File: src/rtl/freq_counter_mc.sv
// Multi-channel reciprocal frequency counter with Schmitt-trigger edge
// detection, edge timeout and transparent AXI-Stream passthrough.
module freq_counter_mc #(
   parameter int NCH         = 2,
   parameter int ADC_WIDTH   = 14,
   parameter int LANE_WIDTH  = 16,
   parameter int COUNT_WIDTH = 32
) (
   input  logic                         clk,
   input  logic                         rst,
   input  logic [NCH*LANE_WIDTH-1:0]    s_axis_tdata,
   input  logic                         s_axis_tvalid,
   output logic [NCH*LANE_WIDTH-1:0]    m_axis_tdata,
   output logic                         m_axis_tvalid,
   input  logic [NCH-1:0]               cfg_enable,
   input  logic                         cfg_restart,
   input  logic                         cfg_edge,
   input  logic [ADC_WIDTH-1:0]         cfg_hi_thr,
   input  logic [ADC_WIDTH-1:0]         cfg_lo_thr,
   input  logic [COUNT_WIDTH-1:0]       cfg_ncycles,
   input  logic [COUNT_WIDTH-1:0]       cfg_timeout,
   output logic [NCH*COUNT_WIDTH-1:0]   period_count,
   output logic [NCH-1:0]               period_valid,
   output logic [NCH-1:0]               timeout_pulse,
   output logic [NCH-1:0]               saturated
);

   localparam int CW = COUNT_WIDTH;
   localparam logic [CW-1:0] CMAX = '1;
   localparam logic [CW-1:0] CONE = CW'(1);

   typedef enum logic {IDLE, MEASURE} state_t;

   logic [CW-1:0] nmax;

   assign m_axis_tdata  = s_axis_tdata;
   assign m_axis_tvalid = s_axis_tvalid;

   assign nmax = (cfg_ncycles == '0) ? CONE : cfg_ncycles;

   for (genvar g = 0; g < NCH; g++) begin : g_ch
      logic signed [ADC_WIDTH-1:0] smp;
      logic                        trig_q;
      logic                        trig_d;
      logic                        edge_det;
      logic                        last_edge;
      logic                        tmo;
      state_t                      state_q;
      logic [CW-1:0]               cnt_q;
      logic [CW-1:0]               ecnt_q;
      logic [CW-1:0]               since_q;
      logic [CW-1:0]               per_q;
      logic [CW:0]                 ecnt_inc;
      logic [CW:0]                 since_inc;
      logic                        vld_q;
      logic                        to_q;
      logic                        sat_q;

      assign smp = s_axis_tdata[g*LANE_WIDTH +: ADC_WIDTH];

      always_comb begin
         trig_d = trig_q;
         if (s_axis_tvalid) begin
            if (smp > $signed(cfg_hi_thr)) begin
               trig_d = 1'b1;
            end else if (smp < $signed(cfg_lo_thr)) begin
               trig_d = 1'b0;
            end
         end
      end

      assign edge_det = cfg_edge ? (trig_q & ~trig_d)
                                 : (~trig_q & trig_d);

      // One extra bit keeps the compares safe when config shrinks mid-run
      assign ecnt_inc  = {1'b0, ecnt_q} + {1'b0, CONE};
      assign since_inc = {1'b0, since_q} + {1'b0, CONE};
      assign last_edge = ecnt_inc >= {1'b0, nmax};
      assign tmo       = (cfg_timeout != '0) &&
                         (since_inc >= {1'b0, cfg_timeout});

      always_ff @(posedge clk) begin
         if (!rst) begin
            trig_q  <= 1'b0;
            state_q <= IDLE;
            cnt_q   <= '0;
            ecnt_q  <= '0;
            since_q <= '0;
            per_q   <= '0;
            vld_q   <= 1'b0;
            to_q    <= 1'b0;
            sat_q   <= 1'b0;
         end else begin
            trig_q <= trig_d;
            vld_q  <= 1'b0;
            to_q   <= 1'b0;
            if (state_q == MEASURE) begin
               cnt_q   <= (cnt_q == CMAX) ? cnt_q : cnt_q + CONE;
               since_q <= (since_q == CMAX) ? since_q : since_q + CONE;
            end
            if (cfg_restart || !cfg_enable[g]) begin
               state_q <= IDLE;
               cnt_q   <= '0;
               ecnt_q  <= '0;
               since_q <= '0;
            end else if (edge_det) begin
               // Counters load 1 so they read cycles elapsed since the edge
               since_q <= CONE;
               if (state_q == IDLE) begin
                  state_q <= MEASURE;
                  cnt_q   <= CONE;
                  ecnt_q  <= '0;
               end else if (last_edge) begin
                  per_q  <= cnt_q;
                  vld_q  <= 1'b1;
                  sat_q  <= (cnt_q == CMAX);
                  cnt_q  <= CONE;
                  ecnt_q <= '0;
               end else begin
                  ecnt_q <= ecnt_inc[CW-1:0];
               end
            end else if (state_q == MEASURE && tmo) begin
               to_q    <= 1'b1;
               state_q <= IDLE;
               cnt_q   <= '0;
               ecnt_q  <= '0;
               since_q <= '0;
            end
         end
      end

      assign period_count[g*CW +: CW] = per_q;
      assign period_valid[g]          = vld_q;
      assign timeout_pulse[g]         = to_q;
      assign saturated[g]             = sat_q;
   end

endmodule

File: config.mk
export PLATFORM = sky130hd
export DESIGN_NAME = freq_counter_mc
export DESIGN_NICKNAME = d
export VERILOG_FILES = /design/src/rtl/freq_counter_mc.sv
export SDC_FILE = /design/constraint.sdc
export NUM_CORES = 1
export LEC_CHECK = 0
export BUFFER_PORTS_ARGS = -buffer_cell sky130_fd_sc_hd__buf_2
export CORE_ASPECT_RATIO = 1.25
export CORE_MARGIN = 4
export CORE_UTILIZATION = 30
export DETAILED_ROUTE_END_ITERATION = 6
export PLACE_DENSITY_LB_ADDON = 0.12
export SKIP_CTS_REPAIR_TIMING = 1
export SLEW_MARGIN = 25
export SYNTH_ARGS = -nofsm -noshare
export SYNTH_HDL_FRONTEND = slang
export SYNTH_SLANG_ARGS = --single-unit
File: constraint.sdc
create_clock -name clk -period 5.8 [get_ports clk]
set_input_delay 0 -clock clk [delete_from_list [all_inputs] [get_ports clk]]
set_output_delay 0 -clock clk [all_outputs]
set_load 0.005 [all_outputs]
==> metrics.txt <==
status finished clean; PortBufs 225; synthesized cell area 18600 µm²; Tot Pwr 4.53 mW; CP max FO 28; Clock Skew 26.9 ps; die height 286 µm; Ant. Diodes 0; vias post-DR 16500; Fin Setup TNS 0 ps; leading area contributor after synthesis dfxtp_1; Final ANT Viol Nets 0; GRT Residual Overflow 0; CTS tree built; FF+latch count, synth 266; global-route wire length before repair 88400 µm; DRC 0; min Tclk post-route 5140 ps; Die Span X 230 µm; WP data arrival 5590 ps; fmax 195 MHz; P per Cell Area 212 nW/µm²; clk_lat worst skew 530 ps; dominant synthesized flop cell dfxtp_1; CTS root buf clkbuf_16; Worst VDD drop 0.163 mV; Setup crit start kind flip-flop; share of layout cells above drive strength 1 15.5%; Slowest-stage cell, CP and4b_2; drt total wl 55600 µm; worst setup path class flip-flop to flip-flop; Post-Syn Nets 2622; Initial Util 30.4%; mean post-synth cell area 8.06 µm²; HP Class input port to output pin; Post-Synthesis Cells 2303; slowest stage delay, CP 900 ps; CTS Buffer Depth 3; Post-DP HPWL 42600 µm; # IOs 234; total CTS buffers 35; Vias/cell 5.00; Area Growth Syn to Fin 15.2%; CP top delay family simple AND/OR/NAND/NOR gates; RD Place Congestion 0.867; initial antenna violation count 2; die footprint 65900 µm²; drt first-iter violations 752; Leak Pwr 8.76 nW; synth top area cells dfxtp_1 (29%), ha_1 (13%), nand2_1 (5.5%), xnor2_1 (5.1%), xor2_1 (4.9%); # rows 101; setup violators final 0; Synth async-reset ratio 0%; Fin. Hold Viols 0; Yosys top cell area share 28.7%; most common cell in the netlist nand2_1; Tcrit/Tclk final 88.6%; Total GRT Usage 16.3%; Ys Warns 0; Netlist cell types 73; vias in the first global route 16600; routed len/inst 16.9 µm; Synth top cells by count nand2_1 (273), dfxtp_1 (266), nor2_1 (220), ha_1 (188), inv_1 (140); Worst EP required 6250 ps; Max-Cap Viols 0; pins over their slew limit 0; Crit path buffers/inverters 1; critical path endpoint category flip-flop; Rel. slew slack 33.6%; drt first pass iters 5; fin nets 2766; Worst-Margin Slew 996 ps; core area 61000 µm²; RSZ-0062 raised after global routing false; TritonCTS sink count 266; sequential fraction of the synthesis area 28.7%; CTS H-Tree Depth 2; Clock transition at path regs 50 ps; CP cell instances and3_1 -> nand4_1 -> nor4_2 -> and3_1 -> nand4_1 -> o21a_1 -> or2_2 -> ha_1 -> nand3_1 -> nor3_1 -> a41oi_1 -> o311ai_1 -> a211oi_1 -> and4b_2 -> buf_12 -> mux2i_1; EDFF count, synth 0; largest net degree at the start of global routing 74
-- stage by stage --
stage	instances	instance area, µm²	setup WS (ps)	hold WS, ps	utilization (%)
after detailed placement	3232	20100	621	0.0601	33.0
after global routing	3295	21400	68.2	0.00796	35.0
after floorplan	2303	18600	1690	80.8	-
final	3295	21400	660	0.00177	35.0
after global placement	3232	20100	792	0.0601	33.0
after CTS	3293	21400	601	-120	35.0
-- final timing paths --
path                     startpoint           endpoint  slack (ps)  cells past startpoint
setup / recovery  g_ch[1].ecnt_q[3]  g_ch[1].per_q[15]         660                     16
hold / removal     s_axis_tdata[31]   m_axis_tdata[31]       0.002                      0
setup reg to reg  g_ch[1].ecnt_q[3]  g_ch[1].per_q[15]         660                     16
hold reg to reg    g_ch[0].per_q[7]   g_ch[0].per_q[7]         450                      2
-- placed cells by master, fill, tap and decap left out, drive strengths merged, types with 84 or more instances in the layout --
cell type  Yosys  layout
xor2         103     103
nand4         84      84
ha           188     188
buf           79     248
xnor2        109     109
nor2         221     221
a21oi        122     122
dfxtp        266     266
inv          140     140
nand2        274     274
-- metal layers --
layer / GRT usage, % / wire length (µm)
met1: 19.9 / 24200
met2: 30.1 / 28300
met3: 2.08 / 1880
met4: 4.49 / 1230
met5: 0 / 0
-- final cells by class --
class,count,area (µm²)
inverters,140,526
fillers,6521,39700
well taps,824,1030
flip-flops and latches,266,5330
clock buffers,47,1000
repair buffers,250,1360
clock inverters,14,233
multi-input cells,1754,11900
-- flip-flops by register name, indices dropped and copies added, names as in the netlist --
signal	count
g_ch.trig_q	2
g_ch.vld_q	2
g_ch.ecnt_q	64
g_ch.to_q	2
g_ch.since_q	64
g_ch.sat_q	2
g_ch.state_q	2
g_ch.per_q	64
g_ch.cnt_q	64
-- power by group --
part           internal (mW)  switching (mW)
combinational          0.128           0.232
clock                   1.48           0.853
sequential              1.83         0.00313
total                   3.44            1.09
-- logic make-up after synthesis --
logic type	synth area share [%]
AOI/OAI and AO/OA	11.8
xor gates and xnor gates	10.0
adders and majority gates	12.7
buffers and inverters	7.16
DFF	28.7
muxes	3.91
and+or+nand+nor	25.8
(Power assumes the default switching activity.)
